===== config.mk =====
export PLATFORM = sky130hd
export DESIGN_NAME = ddr_wr_arbiter_4ch_flat
export DESIGN_NICKNAME = d
export VERILOG_FILES = /design/src/rtl/ddr_wr_arbiter_4ch_if.sv /design/src/rtl/ddr_wr_arbiter_4ch.sv /design/src/flat_wrapper.sv
export SDC_FILE = /design/constraint.sdc
export NUM_CORES = 1
export LEC_CHECK = 0
export BUFFER_PORTS_ARGS = -buffer_cell sky130_fd_sc_hd__buf_2
export CORE_AREA = 2 2 520 522
export DETAILED_ROUTE_END_ITERATION = 16
export DIE_AREA = 0 0 522 524
export PLACE_DENSITY_LB_ADDON = 0.1
export SETUP_SLACK_MARGIN = 0.02
export SYNTH_ARGS = -nofsm -noshare
export SYNTH_HDL_FRONTEND = slang
export SYNTH_SLANG_ARGS = --single-unit

===== constraint.sdc =====
create_clock -name clk -period 23.2 [get_ports clk]
set_clock_uncertainty 0.05 [all_clocks]
set_input_delay 2.32 -clock clk [delete_from_list [all_inputs] [get_ports clk]]
set_output_delay 2.32 -clock clk [all_outputs]
set_load 0.01 [all_outputs]

===== src/rtl/ddr_wr_arbiter_4ch_if.sv =====
// Bus bundle between the four sampler buffers, the arbiter and the DDR write port.
// The master side is the arbiter; the slave side is the sampler/DDR environment.
interface ddr_wr_arbiter_4ch_if #(
  parameter int DQ_WIDTH       = 32,
  parameter int RD_ADDR_LEN    = 5,
  parameter int AXI_ADDR_WIDTH = 28
);
  localparam int BW = DQ_WIDTH * 8;

  logic [3:0]                ch_ready;
  logic [3:0]                ch_frame_end;
  logic [4*BW-1:0]           ch_rd_data;
  logic [RD_ADDR_LEN-1:0]    ch_rd_addr;
  logic [3:0]                ch_rd_valid;
  logic [AXI_ADDR_WIDTH-1:0] axi_awaddr;
  logic [7:0]                axi_awlen;
  logic [3:0]                axi_awid;
  logic                      axi_awvalid;
  logic                      axi_awready;
  logic [BW-1:0]             axi_wdata;
  logic                      axi_wvalid;
  logic                      axi_wlast;
  logic                      axi_wready;
  logic [3:0]                frame_done;
  logic                      busy;

  modport master (
    input  ch_ready, ch_frame_end, ch_rd_data,
    input  axi_awready, axi_wready,
    output ch_rd_addr, ch_rd_valid,
    output axi_awaddr, axi_awlen, axi_awid, axi_awvalid,
    output axi_wdata, axi_wvalid, axi_wlast,
    output frame_done, busy
  );

  modport slave (
    output ch_ready, ch_frame_end, ch_rd_data,
    output axi_awready, axi_wready,
    input  ch_rd_addr, ch_rd_valid,
    input  axi_awaddr, axi_awlen, axi_awid, axi_awvalid,
    input  axi_wdata, axi_wvalid, axi_wlast,
    input  frame_done, busy
  );
endinterface


===== src/rtl/ddr_wr_arbiter_4ch.sv =====
// Round-robin 4-channel half-buffer reader issuing 16-beat DDR write bursts.
// Reads are prefetched into a 2-entry skid FIFO with a bypass for the empty case.
module ddr_wr_arbiter_4ch #(
  parameter int DQ_WIDTH       = 32,
  parameter int RD_ADDR_LEN    = 5,
  parameter int BURST_LEN      = 16,
  parameter int AXI_ADDR_WIDTH = 28,
  parameter logic [AXI_ADDR_WIDTH-1:0] BASE_ADDR   = 28'h0,
  parameter logic [AXI_ADDR_WIDTH-1:0] REGION_SIZE = 28'h0020000,
  parameter int FRAME_BURSTS   = 225
) (
  input logic clk,
  input logic rst,
  ddr_wr_arbiter_4ch_if.master bus
);
  localparam int BW  = DQ_WIDTH * 8;
  localparam int BCW = $clog2(FRAME_BURSTS);
  localparam int BLW = $clog2(BURST_LEN);
  localparam int CW  = BLW + 1;
  localparam int AW  = AXI_ADDR_WIDTH;
  localparam logic [AW-1:0] BSTRIDE = AW'(BURST_LEN * DQ_WIDTH);

  typedef enum logic [1:0] {IDLE, ADDR, DATA, DONE} state_t;
  state_t state_q, state_d;

  logic [3:0]             rdy_q, req_pend, frame_rst_pend, half;
  logic [BCW-1:0]         burst_cnt [4];
  logic [1:0]             rr_ptr, g, gnt, idx;
  logic                   gnt_ok, grant;
  logic [RD_ADDR_LEN-1:0] rd_addr;
  logic [CW-1:0]          rd_cnt, wr_cnt;
  logic                   infl, issue, push, pop, fifo_pop, wvalid, last;
  logic [BW-1:0]          fifo [2];
  logic                   wp, rp;
  logic [1:0]             fcnt;
  logic [BW-1:0]          rd_data_g;
  logic [3:0]             svc, done_g, fdone;

  // lowest offset from rr_ptr wins, so scan from the far end
  always_comb begin
    gnt_ok = 1'b0;
    gnt    = rr_ptr;
    idx    = rr_ptr;
    for (int k = 3; k >= 0; k--) begin
      idx = rr_ptr + 2'(k);
      if (req_pend[idx]) begin
        gnt_ok = 1'b1;
        gnt    = idx;
      end
    end
  end

  assign grant     = (state_q == IDLE) && gnt_ok;
  assign rd_data_g = bus.ch_rd_data[int'(g)*BW +: BW];
  assign wvalid    = (state_q == DATA) && ((fcnt != 2'd0) || infl);
  assign pop       = wvalid && bus.axi_wready;
  assign fifo_pop  = pop && (fcnt != 2'd0);
  assign push      = infl && !((fcnt == 2'd0) && pop);
  assign last      = (wr_cnt == CW'(BURST_LEN - 1));
  assign issue     = ((state_q == ADDR) || (state_q == DATA)) &&
                     (rd_cnt < CW'(BURST_LEN)) &&
                     (({1'b0, fcnt} + {2'b0, infl}) < (3'd2 + {2'b0, pop}));

  always_comb begin
    svc    = '0;
    done_g = '0;
    fdone  = '0;
    for (int i = 0; i < 4; i++) begin
      svc[i]    = ((state_q != IDLE) && (g == 2'(i))) ||
                  (grant && (gnt == 2'(i)));
      done_g[i] = (state_q == DONE) && (g == 2'(i));
    end
    if ((state_q == DONE) && !frame_rst_pend[g] &&
        (burst_cnt[g] == BCW'(FRAME_BURSTS - 1)))
      fdone[g] = 1'b1;
  end

  always_comb begin
    state_d = state_q;
    unique case (state_q)
      IDLE: if (gnt_ok) state_d = ADDR;
      ADDR: if (bus.axi_awready) state_d = DATA;
      DATA: if (pop && last) state_d = DONE;
      DONE: state_d = IDLE;
      default: state_d = IDLE;
    endcase
  end

  always_ff @(posedge clk) begin
    if (rst) state_q <= IDLE;
    else     state_q <= state_d;
  end

  always_ff @(posedge clk) begin
    if (rst) begin
      rdy_q          <= '0;
      req_pend       <= '0;
      frame_rst_pend <= '0;
      half           <= '0;
      rr_ptr         <= '0;
      g              <= '0;
      rd_addr        <= '0;
      rd_cnt         <= '0;
      wr_cnt         <= '0;
      infl           <= 1'b0;
      wp             <= 1'b0;
      rp             <= 1'b0;
      fcnt           <= '0;
      for (int i = 0; i < 4; i++) burst_cnt[i] <= '0;
    end else begin
      rdy_q    <= bus.ch_ready;
      req_pend <= (req_pend & ~(grant ? (4'd1 << gnt) : 4'd0)) |
                  (bus.ch_ready & ~rdy_q);
      if (grant) begin
        g       <= gnt;
        rr_ptr  <= gnt + 2'd1;
        rd_addr <= RD_ADDR_LEN'({half[gnt], {BLW{1'b0}}});
        rd_cnt  <= '0;
        wr_cnt  <= '0;
      end else if (issue) begin
        rd_addr <= rd_addr + 1'b1;
        rd_cnt  <= rd_cnt + 1'b1;
      end
      infl <= issue;
      if (push) begin
        fifo[wp] <= rd_data_g;
        wp       <= ~wp;
      end
      if (fifo_pop) rp <= ~rp;
      fcnt <= fcnt + {1'b0, push} - {1'b0, fifo_pop};
      if (pop) wr_cnt <= wr_cnt + 1'b1;
      // resync clears immediately when idle, otherwise at the end of the burst
      for (int i = 0; i < 4; i++) begin
        if (done_g[i]) begin
          if (frame_rst_pend[i]) begin
            burst_cnt[i] <= '0;
            half[i]      <= 1'b0;
          end else begin
            half[i] <= ~half[i];
            if (burst_cnt[i] == BCW'(FRAME_BURSTS - 1))
              burst_cnt[i] <= '0;
            else
              burst_cnt[i] <= burst_cnt[i] + 1'b1;
          end
        end else if (!svc[i] && frame_rst_pend[i]) begin
          burst_cnt[i] <= '0;
          half[i]      <= 1'b0;
        end
        frame_rst_pend[i] <= bus.ch_frame_end[i] |
                             (frame_rst_pend[i] & svc[i] & ~done_g[i]);
      end
    end
  end

  always_comb begin
    bus.ch_rd_addr  = rd_addr;
    bus.ch_rd_valid = (state_q != IDLE) ? (4'd1 << g) : 4'd0;
    bus.axi_awvalid = (state_q == ADDR);
    bus.axi_awaddr  = '0;
    bus.axi_awid    = '0;
    if (state_q == ADDR) begin
      bus.axi_awaddr = BASE_ADDR + AW'(g) * REGION_SIZE +
                       AW'(burst_cnt[g]) * BSTRIDE;
      bus.axi_awid   = {2'b00, g};
    end
    bus.axi_awlen  = 8'(BURST_LEN - 1);
    bus.axi_wvalid = wvalid;
    bus.axi_wlast  = wvalid && last;
    bus.axi_wdata  = '0;
    if (wvalid)
      bus.axi_wdata = (fcnt != 2'd0) ? fifo[rp] : rd_data_g;
    bus.frame_done = fdone;
    bus.busy       = (state_q != IDLE);
  end
endmodule


===== src/flat_wrapper.sv =====
// flat-port wrapper written by rule: the top's interface ports become plain ports
module ddr_wr_arbiter_4ch_flat 
#(
  parameter int DQ_WIDTH       = 32,
  parameter int RD_ADDR_LEN    = 5,
  parameter int BURST_LEN      = 16,
  parameter int AXI_ADDR_WIDTH = 28,
  parameter logic [AXI_ADDR_WIDTH-1:0] BASE_ADDR   = 28'h0,
  parameter logic [AXI_ADDR_WIDTH-1:0] REGION_SIZE = 28'h0020000,
  parameter int FRAME_BURSTS   = 225
)
  (clk, rst, bus_ch_ready, bus_ch_frame_end, bus_ch_rd_data, bus_axi_awready, bus_axi_wready, bus_ch_rd_addr, bus_ch_rd_valid, bus_axi_awaddr, bus_axi_awlen, bus_axi_awid, bus_axi_awvalid, bus_axi_wdata, bus_axi_wvalid, bus_axi_wlast, bus_frame_done, bus_busy);
  ddr_wr_arbiter_4ch_if #(.DQ_WIDTH(DQ_WIDTH), .RD_ADDR_LEN(RD_ADDR_LEN), .AXI_ADDR_WIDTH(AXI_ADDR_WIDTH)) bus_i ();
  input logic clk;
  input logic rst;
  input wire logic [$bits(bus_i.ch_ready)-1:0] bus_ch_ready;
  input wire logic [$bits(bus_i.ch_frame_end)-1:0] bus_ch_frame_end;
  input wire logic [$bits(bus_i.ch_rd_data)-1:0] bus_ch_rd_data;
  input wire logic [$bits(bus_i.axi_awready)-1:0] bus_axi_awready;
  input wire logic [$bits(bus_i.axi_wready)-1:0] bus_axi_wready;
  output wire logic [$bits(bus_i.ch_rd_addr)-1:0] bus_ch_rd_addr;
  output wire logic [$bits(bus_i.ch_rd_valid)-1:0] bus_ch_rd_valid;
  output wire logic [$bits(bus_i.axi_awaddr)-1:0] bus_axi_awaddr;
  output wire logic [$bits(bus_i.axi_awlen)-1:0] bus_axi_awlen;
  output wire logic [$bits(bus_i.axi_awid)-1:0] bus_axi_awid;
  output wire logic [$bits(bus_i.axi_awvalid)-1:0] bus_axi_awvalid;
  output wire logic [$bits(bus_i.axi_wdata)-1:0] bus_axi_wdata;
  output wire logic [$bits(bus_i.axi_wvalid)-1:0] bus_axi_wvalid;
  output wire logic [$bits(bus_i.axi_wlast)-1:0] bus_axi_wlast;
  output wire logic [$bits(bus_i.frame_done)-1:0] bus_frame_done;
  output wire logic [$bits(bus_i.busy)-1:0] bus_busy;
  assign bus_i.ch_ready = bus_ch_ready;
  assign bus_i.ch_frame_end = bus_ch_frame_end;
  assign bus_i.ch_rd_data = bus_ch_rd_data;
  assign bus_i.axi_awready = bus_axi_awready;
  assign bus_i.axi_wready = bus_axi_wready;
  assign bus_ch_rd_addr = bus_i.ch_rd_addr;
  assign bus_ch_rd_valid = bus_i.ch_rd_valid;
  assign bus_axi_awaddr = bus_i.axi_awaddr;
  assign bus_axi_awlen = bus_i.axi_awlen;
  assign bus_axi_awid = bus_i.axi_awid;
  assign bus_axi_awvalid = bus_i.axi_awvalid;
  assign bus_axi_wdata = bus_i.axi_wdata;
  assign bus_axi_wvalid = bus_i.axi_wvalid;
  assign bus_axi_wlast = bus_i.axi_wlast;
  assign bus_frame_done = bus_i.frame_done;
  assign bus_busy = bus_i.busy;
  ddr_wr_arbiter_4ch #(.DQ_WIDTH(DQ_WIDTH), .RD_ADDR_LEN(RD_ADDR_LEN), .BURST_LEN(BURST_LEN), .AXI_ADDR_WIDTH(AXI_ADDR_WIDTH), .BASE_ADDR(BASE_ADDR), .REGION_SIZE(REGION_SIZE), .FRAME_BURSTS(FRAME_BURSTS)) u_core (.clk(clk), .rst(rst), .bus(bus_i));
endmodule

==> results of run 1 <==
-- kinds of logic after synthesis --
logic type / Yosys count
other: 2
XOR/XNOR: 30
AND/OR/NAND/NOR: 456
flip-flops: 589
adder cells (fa/ha/maj): 25
buffers and inverters: 238
AO/OA/AOI/OAI: 318
multiplexers: 522
-- worst max-delay path, delay by kind of cell, from the launching register on --
family,cells,cell delay [ns]
AOI/OAI and AO/OA,1,0.39
buffers and inverters,4,2.26
DFF,1,0.70
muxes,1,0.41
and+or+nand+nor,1,0.05
-- area by class of cell --
type                       count  share of cell area
sequential                   589               0.383
multi-input combinational   1379               0.302
timing repair buffer        1365               0.155
tap                         3552              0.0986
clock buffer                 112              0.0494
clock inverter                37             0.00877
inverter                      25             0.00208
antenna                       29             0.00161
-- worst paths after layout --
kind | cells after the start | start | endpoint
setup / recovery | 7 | u_core.g[0] | bus_axi_wdata[91]
hold / removal | 1 | u_core.wr_cnt[3] | u_core.wr_cnt[3]
setup reg to reg | 9 | u_core.state_q[0] | u_core.fifo[1][143]
hold reg to reg | 1 | u_core.wr_cnt[3] | u_core.wr_cnt[3]
-- sequential cells by signal (all words and copies together) (netlist names), named ones only --
register	count
u_core.rr_ptr	2
u_core.wp	1
u_core.wr_cnt	5
u_core.fifo	512
u_core.rdy_q	4
u_core.rp	1
u_core.fcnt	2
u_core.half	4
u_core.bus.ch_rd_addr	5
u_core.rd_cnt	5
u_core.state_q	2
u_core.infl	1
u_core.g	2
u_core.req_pend	4
u_core.frame_rst_pend	4
u_core.burst_cnt	32
-- power groups by stage --
stage          clock network, mW  registers (mW)  logic [mW]
2_1_floorplan                  0            1.48       0.963
3_3_place_gp                   0            1.46        1.53
3_5_place_dp                   0            1.46        1.52
4_1_cts                     1.32            1.44        1.53
5_1_grt                     1.35            1.45        1.62
6_report                    1.26            1.44        1.48
-- layout by cell type, fill, tap and decap left out, drive strengths merged, types with 14 or more instances in the layout --
master  netlist  layout
a211oi      259     259
a21oi        20      20
buf         147    1365
clkbuf       66     112
clkinv        0      27
conb          2      28
dfxtp        45      45
diode         0      29
edfxtp      544     544
ha           25      25
inv          25      29
mux2i       257     257
mux4        265     265
nand2        26      26
nand3        26      26
nor2        329     329
nor2b        14      14
xor2         21      21
-- stage by stage --
stage	hold WS (ns)	total power, mW	cells	utilization	setup WS, ns
after floorplan	0.379	2.45	2206	-	0.649
after global placement	0.406	2.99	6910	0.158	16.61
after detailed placement	0.416	2.98	6910	0.158	16.65
after CTS	0.430	4.29	7059	0.168	15.82
after global routing	0.455	4.42	7066	0.168	15.59
final	0.431	4.18	7088	0.168	16.11
-- routing by layer --
layer / global-route usage / routed length (µm)
met1: 0.169 / 80700
met2: 0.231 / 93900
met3: 0.0489 / 17700
met4: 0.0282 / 4580
met5: 0 / 670
==> flow_summary_export.csv, run 1 <==
group,metric,value,unit
critical_path,slowest_delay,0.84,ns
critical_path,cp_data_arrival_time,4.72,ns
synth,yosys.area_share.adder,0.00979,
cts,worstSkewPairLatency,0.70,ns
sta,finalSetupTns,0,ns
sta,fmax,141,MHz
die,start_util,0.119,
cts,clk_pin_slew_worst_paths,0.05,ns
layout,fillers,29700,
detailed_routing,ant_nets,0,
pwr,p_per_area,92.7,mW/mm²
critical_path,cp.required,20.83,ns
pwr,p_sw,1.53,mW
die,rows,190,
critical_path,path_cells,"buf_4, buf_4, buf_4, mux4_2, nor2_1, a211oi_1, buf_2",
cts,cts_tree,"built",
placed_design,io_buffer_count,1320,
synth,synth_cell_type_count,61,
critical_path,critPathLaunchType,"flop",
cts,post_cts_buffers,0,
synth,synthFlopType,"edfxtp_1",
layout,final_cell_area,0.0451,mm²
sta,drv_slew,0,
synth,synth-compound-area-share,0.0738,
cts,htreeDepth,3,
detailed_routing,vias,26000,
synth,syn_avg_cell_area,14.6,µm²
critical_path,r2r_slack,18.53,ns
pwr,leakage,16.3,nW
synth,yosysTopAreaCell,"edfxtp_1",
synth,synth_top_area_frac,0.512,
sta,min_period_over_period,0.306,
pwr,clkPwrFrac,0.301,
detailed_routing,avgViaCountPerCell,3.68,
pwr,netSwitchingFraction,0.367,
layout,finalNetCount,4505,
placed_design,postPlaceCellArea,0.0424,mm²
synth,synth-seq-cells,589,
die,dieHeight,524,µm
detailed_routing,wire_per_inst,27.9,µm
synth,synthMuxAreaShare,0.268,
sta,setup_viol,0,
pwr,p_int,2.64,mW
worst_hold_path,hold_path_class,"reg2reg",
synth,synth-simple-area-share,0.0620,
synth,ys_warn_count,0,
cts,cts_buffers,84,
sta,rsz0062_at_grt,"no",
critical_path,critPathKind,"reg2out",
synth,yosysMostFrequentCell,"edfxtp_1",
sta,relSlewSlack,0.316,
grt,grt.total_usage,0.138,
pwr,max-vdd-ir-drop,55.1,µV
grt,gr-total-overflow,0,
synth,synth.yosys.seq_area_share,0.540,
layout,syn_to_final_growth,41.1,%
synth,synth_area,0.0319,mm²
synth,ys_top_cells_by_area,"edfxtp_1, mux4_2, mux2i_1, a211oi_1, nor2_1",
die,die_x,522,µm
die,coreArea,0.267,mm²
layout,drive_above_1_share,0.500,
detailed_routing,wl,198,mm
sta,tightestPinTransition,1.03,ns
cts,cts_resized,0,
synth,synth_top_family_by_area,"multiplexers",
detailed_routing,drt_iter0_markers,1457,
synth,yosys.area_share.xor_xnor,0.00823,
cts,cts.sinks,589,
cts,cts_root_buf,"clkbuf_16",
critical_path,endpoint_kind,"primary output",
grt,grt_start_max_net_pins,119,
layout,seqCellArea,0.0172,mm²
sta,hold_viol,0,
placed_design,gp_congestion,0.889,
synth,synth-edff-count,544,
critical_path,crit_top_cell,"buf_4",
grt,antenna_found_initial,194,
placed_design,post-dp-hpwl,159,mm
synth,synthCells,2180,
detailed_routing,dr.pass1.iters,5,
detailed_routing,remaining_drc_errors,0,
synth,synthTopCellsByCount,"edfxtp_1, nor2_1, a211oi_1, mux4_2, mux2i_1",
job,cap_violations,0,
critical_path,cp_max_fo,44,
synth,synth-async-reset-ratio,0,
cts,holdBufCountCts,0,
grt,grt_pass1_wl,255,mm
critical_path,critPathSlowestCell,"buf_4",
die,io-pin-count,1349,
layout,multi_input_area,0.0136,mm²
grt,grt_pass1_vias,26200,
cts,cts_buffer_depth,3,
pwr,power_frac_seq,0.344,
sta,finalCriticalPeriod,7.09,ns
die,die-area,0.274,mm²
pwr,comb_power_share,0.354,
status,outcome,"completed",
(Power assumes the default switching activity.)
==> run 2, diff against run 1 <==
--- a/config.mk
+++ b/config.mk
@@ -5,10 +5,11 @@
 export SDC_FILE = /design/constraint.sdc
 export NUM_CORES = 1
 export LEC_CHECK = 0
+export ABC_AREA = 1
 export BUFFER_PORTS_ARGS = -buffer_cell sky130_fd_sc_hd__buf_2
-export CORE_AREA = 2 2 520 522
+export CORE_AREA = 2 2 522 524
 export DETAILED_ROUTE_END_ITERATION = 16
-export DIE_AREA = 0 0 522 524
+export DIE_AREA = 0 0 524 526
 export PLACE_DENSITY_LB_ADDON = 0.1
 export SETUP_SLACK_MARGIN = 0.02
 export SYNTH_ARGS = -nofsm -noshare
==> constraint.sdc (replaced) <==
create_clock -name clk -period 7.4 [get_ports clk]
set_clock_uncertainty 0.05 [all_clocks]
set_input_delay 0.74 -clock clk [delete_from_list [all_inputs] [get_ports clk]]
set_output_delay 0.74 -clock clk [all_outputs]
set_load 0.01 [all_outputs]
==> flow_summary_export.csv, run 2 <==
group,metric,value,unit
synth,ys_top_cells_by_area,"edfxtp_1, nand2_1, a22oi_1, a31oi_1, inv_1",
layout,top_register,"u_core.fifo",
placed_design,post-dp-hpwl,168,mm
sta,holdWs,0.202,ns
die,die_x,524,µm
job,cap_violations,0,
critical_path,critPathKind,"reg2out",
synth,synthFlopType,"edfxtp_1",
sta,rsz0062_at_grt,"no",
layout,drive_above_1_share,0.317,
pwr,leakage,20.1,nW
cts,worstSkewPairLatency,0.69,ns
layout,reg.largest.list,"u_core.fifo (512), u_core.burst_cnt (32)",
cts,cts_buffers,87,
critical_path,critPathLaunchType,"flop",
cts,htreeDepth,3,
synth,synth_cell_type_count,43,
synth,yosysMostFrequentCell,"nand2_1",
grt,grt_start_max_net_pins,149,
synth,synth_top_area_frac,0.512,
sta,setup_viol,0,
die,io-pin-count,1349,
critical_path,crit_top_cell,"inv_1",
critical_path,cp_max_fo,80,
cts,post_cts_buffers,0,
worst_hold_path,worstHoldPathCells,3,
die,die-area,0.276,mm²
grt,antenna_found_initial,112,
critical_path,reg2reg_to,"u_core.fifo[0][193]",
die,dieHeight,526,µm
cts,cts_resized,0,
critical_path,r2r_slack,3.98,ns
critical_path,rr_worst_depth,9,
sta,fin_ws,2.69,ns
critical_path,cp.required,6.61,ns
detailed_routing,remaining_drc_errors,0,
synth,synthTopCellsByCount,"nand2_1, edfxtp_1, a22oi_1, inv_1, a31oi_1",
layout,largest_reg_flops,512,
pwr,p_per_area,336,mW/mm²
detailed_routing,wire_per_inst,26.3,µm
synth,ys_warn_count,0,
critical_path,endpoint_kind,"primary output",
layout,syn_to_final_growth,41.3,%
sta,tightestPinTransition,1.24,ns
placed_design,io_buffer_count,1320,
pwr,max-vdd-ir-drop,329,µV
critical_path,path_cells,"inv_1, nor2_4, buf_12, buf_4, a22oi_1, nand3_1, o21ai_1, inv_1, buf_2",
layout,finalNetCount,5800,
sta,drv_slew,0,
cts,cts_buffer_depth,3,
detailed_routing,wl,221,mm
synth,synth-edff-count,544,
die,rows,191,
status,outcome,"completed",
critical_path,slowest_delay,0.60,ns
cts,holdBufCountCts,0,
detailed_routing,avgViaCountPerCell,3.84,
sta,hold_viol,0,
synth,synth-async-reset-ratio,0,
grt,grt.total_usage,0.152,
cts,cts.sinks,589,
cts,cts_tree,"built",
synth,yosysTopAreaCell,"edfxtp_1",
critical_path,crit_family,"buffers and inverters",
die,start_util,0.118,
synth,synth-seq-cells,589,
layout,final_cell_mix,"buf_2, nand2_1, edfxtp_1",
synth,synth.yosys.seq_area_share,0.540,
grt,gr-total-overflow,0,
placed_design,gp_congestion,0.833,
sta,min_period_over_period,0.637,
die,coreArea,0.270,mm²
worst_hold_path,min_from,"bus_ch_ready[1]",
cts,clk_pin_slew_worst_paths,0.06,ns
critical_path,critPathSlowestCell,"buf_4",
sta,relSlewSlack,0.170,
synth,synth_area,0.0319,mm²
synth,synthCells,3549,
detailed_routing,vias,32300,
placed_design,pre_cts_slack,3.25,ns
grt,grt_pass1_vias,31500,
critical_path,regToRegStartpoint,"u_core.fcnt[0]",
critical_path,cp_data_arrival_time,3.92,ns
sta,finalCriticalPeriod,4.71,ns
detailed_routing,dr.pass1.iters,9,
worst_hold_path,worstHoldEndpoint,"u_core.rdy_q[1]",
cts,cts_root_buf,"clkbuf_16",
critical_path,cp.buffers_inverters,5,
layout,layout_commonest_cell,"buf_2",
detailed_routing,drt_iter0_markers,2162,
worst_hold_path,hold_path_class,"in2reg",
synth,syn_avg_cell_area,8.99,µm²
grt,grt_pass1_wl,288,mm
sta,fmax,212,MHz
detailed_routing,ant_nets,0,
[run 2: changes by cell type after synthesis, sizes merged, moves of 35 or more]
cell / before / now
mux4: 265 / 0
o21ai: 11 / 291
nand3: 26 / 141
a211oi: 259 / 0
mux2i: 257 / 0
a22oi: 0 / 405
inv: 25 / 363
a31oi: 6 / 259
nor2: 329 / 78
clkbuf: 66 / 133
a21oi: 20 / 55
nand2: 26 / 975
[run 2: routing by layer]
metal / track usage / wire length, µm
met1: 0.186 / 91200
met2: 0.267 / 109000
met3: 0.0343 / 15100
met4: 0.0395 / 5680
met5: 0 / 158
[run 2: report_power, final]
group | leakage (nW) | switching (mW) | internal [mW]
combinational | 13.4 | 4.71 | 1.57
sequential | 5.36 | 0.162 | 4.59
clock | 1.33 | 1.73 | 2.37
total | 20.1 | 6.60 | 8.54
[run 2: worst max-delay path by stage]
stage / start / end / slack, ns / depth (start not counted)
final: u_core.g[0] / bus_axi_wdata[106] / 2.69 / 9
after global routing: u_core.g[0] / bus_axi_wdata[106] / 2.39 / 9
after CTS: u_core.g[0] / bus_axi_wdata[179] / 2.44 / 9
after detailed placement: u_core.g[0] / bus_axi_wdata[179] / 3.25 / 9
after global placement: u_core.g[0] / bus_axi_wdata[179] / 3.27 / 9
after floorplan: u_core.state_q[0] / u_core.fifo[1][0] / -0.22 / 8
[run 2: area by class of cell]
type                    count  area, µm²
clock buffers             113       2300
clock inverters            44        444
repair buffers           1370       7110
well taps                3570       4470
fillers                 30800     225000
diodes                     20       50.0
inverters                 367       1420
flip-flops and latches    589      17200
multi-input cells        2324      12100
[run 2: through the flow]
| stage | util | cells | total power [mW] | instance area (µm²) | setup TNS (ns) |
|---|---|---|---|---|---|
| after floorplan | - | 3575 | 8.30 | 32100 | -56.71 |
| after global placement | 0.157 | 8220 | 11.3 | 42300 | 0 |
| after detailed placement | 0.157 | 8220 | 11.3 | 42300 | 0 |
| after CTS | 0.167 | 8377 | 15.6 | 45000 | 0 |
| after global routing | 0.167 | 8381 | 16.1 | 45000 | 0 |
| final | 0.167 | 8397 | 15.1 | 45100 | 0 |
[run 2: cell families after synthesis]
group                    synth area share
AND/OR/NAND/NOR                     0.158
AO/OA/AOI/OAI                       0.204
buffers and inverters              0.0868
flip-flops                          0.540
adder cells (fa/ha/maj)           0.00981
XOR/XNOR                          0.00110
other                            0.000235
[run 2: worst min-delay path: cells and delay by family]
family        cells  cell delay [ns]
buf+inv           2             0.11
simple gates      1             0.07
==> run 3, diff against run 2 <==
==> constraint.sdc (replaced) <==
create_clock -name clk -period 4.9 [get_ports clk]
set_clock_uncertainty 0.05 [all_clocks]
set_input_delay 0.49 -clock clk [delete_from_list [all_inputs] [get_ports clk]]
set_output_delay 0.49 -clock clk [all_outputs]
set_load 0.01 [all_outputs]
==> flow_summary_export.csv, run 3 (synthesis results as in run 2) <==
group,metric,value,unit
status,outcome,"completed",
pwr,leakage,20.7,nW
sta,setup_viol,0,
sta,finalSetupTns,0,ns
grt,grt_start_max_net_pins,112,
critical_path,cp_data_arrival_time,3.72,ns
die,dieHeight,526,µm
critical_path,cp.required,4.36,ns
worst_hold_path,min_from,"bus_ch_rd_data[689]",
detailed_routing,dr.pass1.iters,7,
worst_hold_path,hold_path_class,"in2reg",
placed_design,post-dp-hpwl,172,mm
cts,post_cts_buffers,0,
die,start_util,0.118,
detailed_routing,remaining_drc_errors,0,
sta,hold_viol,0,
cts,clk_pin_slew_worst_paths,0.06,ns
detailed_routing,wire_per_inst,25.9,µm
layout,final_cell_mix,"buf_2, nand2_1, edfxtp_1",
detailed_routing,vias,32800,
sta,relSlewSlack,0.220,
sta,drv_slew,0,
critical_path,reg2reg_to,"u_core.fifo[1][133]",
cts,cts_tree,"built",
die,die_x,524,µm
layout,top_register,"u_core.fifo",
placed_design,gp_congestion,0.904,
pwr,total_power,23.2,mW
sta,fmax,235,MHz
sta,min_period_over_period,0.869,
critical_path,cp_max_fo,83,
critical_path,critPathLaunchType,"flop",
worst_hold_path,worstHoldEndpoint,"u_core.fifo[0][177]",
critical_path,endpoint_kind,"primary output",
cts,cts_buffer_depth,3,
die,coreArea,0.270,mm²
cts,worstSkewPairLatency,0.69,ns
cts,cts_root_buf,"clkbuf_16",
pwr,p_per_area,501,mW/mm²
die,die-area,0.276,mm²
die,io-pin-count,1349,
pwr,netSwitchingFraction,0.434,
sta,rsz0062_at_grt,"no",
grt,gr-total-overflow,0,
pwr,max-vdd-ir-drop,304,µV
detailed_routing,ant_nets,0,
worst_hold_path,worstHoldPathCells,3,
layout,finalNetCount,5915,
layout,largest_reg_flops,512,
pwr,p_sw,10.1,mW
critical_path,regToRegStartpoint,"u_core.g[0]",
detailed_routing,drt_iter0_markers,2276,
placed_design,io_buffer_count,1320,
job,cap_violations,0,
critical_path,critPathKind,"reg2out",
sta,tightestPinTransition,1.17,ns
sta,finalCriticalPeriod,4.26,ns
grt,grt.total_usage,0.152,
grt,grt_pass1_wl,288,mm
layout,reg.largest.list,"u_core.fifo (512), u_core.burst_cnt (32)",
die,rows,191,
critical_path,rr_worst_depth,6,
detailed_routing,avgViaCountPerCell,3.84,
grt,antenna_found_initial,137,
pwr,clkPwrFrac,0.266,
pwr,comb_power_share,0.425,
critical_path,r2r_slack,1.46,ns
layout,drive_above_1_share,0.318,
layout,layout_commonest_cell,"buf_2",
detailed_routing,wl,221,mm
cts,htreeDepth,3,
layout,post-route-util,0.172,
cts,cts.sinks,589,
pwr,power_frac_seq,0.309,
pwr,p_int,13.1,mW
layout,syn_to_final_growth,45.4,%
grt,grt_pass1_vias,32100,
cts,cts_buffers,87,
## run 3: cell types whose count changed in the layout (fill, tap and decap cells not counted), sizes merged, moves of 3 or more
cell	delta
dlygate4sd3	+81
buf	+34
diode	+16
clkinv	+6
clkbuf	-4
inv	-3
## run 3: worst max-delay path: stages, from the launching register on
cell	delay, ns
dfxtp_1	0.40
nand2_1	0.36
inv_8	0.25
a22oi_1	0.99
nand2_1	0.24
o21ai_1	0.19
inv_1	0.05
buf_2	0.15
## run 3: per-stage QoR
stage | instances | worst slack [ns] | cell area (µm²) | hold slack [ns]
5_1_grt | 8509 | 0.362 | 46300 | 0.0533
2_1_floorplan | 3575 | -2.76 | 32000 | 0.376
4_1_cts | 8491 | 0.328 | 46300 | 0.00148
3_3_place_gp | 8254 | 1.21 | 42700 | 0.389
3_5_place_dp | 8254 | 1.17 | 42700 | 0.383
6_report | 8527 | 0.640 | 46400 | 0.111
## run 3: how the worst max path moves through the flow
| stage | start | to | slack, ns | cells past startpoint |
|---|---|---|---|---|
| after detailed placement | u_core.g[0] | bus_axi_wdata[4] | 1.17 | 7 |
| after global placement | u_core.g[0] | bus_axi_wdata[4] | 1.21 | 7 |
| after CTS | u_core.g[0] | bus_axi_wdata[4] | 0.33 | 7 |
| after global routing | u_core.g[0] | bus_axi_wdata[64] | 0.36 | 9 |
| final | u_core.g[0] | bus_axi_wdata[113] | 0.64 | 7 |
| after floorplan | u_core.state_q[0] | u_core.fifo[1][0] | -2.76 | 8 |
## run 3: cell type report
class                      instances  area (µm²)
antenna                           36        90.1
sequential                       589       17200
multi-input combinational       2324       12000
clock inverter                    47         394
clock buffer                     109        2340
timing repair buffer            1485        8400
inverter                         367        1410
fill                           30700      223000
tap                             3570        4470
## run 3: routing by layer
metal	up-vias	routed length, µm	global-route usage
li1	15200	-	-
met1	15800	91200	0.184
met2	1365	106000	0.256
met3	331	16900	0.0429
met4	48	6960	0.0525
met5	-	525	0.00614
## run 3: power by group through the flow
stage,combinational (mW),clock (mW),sequential [mW]
2_1_floorplan,5.28,0,7.25
3_3_place_gp,10.0,0,7.28
3_5_place_dp,9.99,0,7.27
4_1_cts,10.1,6.49,7.17
5_1_grt,10.8,6.63,7.23
6_report,9.86,6.18,7.17
## run 3: what timing repair did
action / in CTS / in global routing
hold endpoints to repair: 122 / 0
resized for setup: 0 / 0
hold buffers: 81 / 0
setup endpoints to repair: 0 / 0
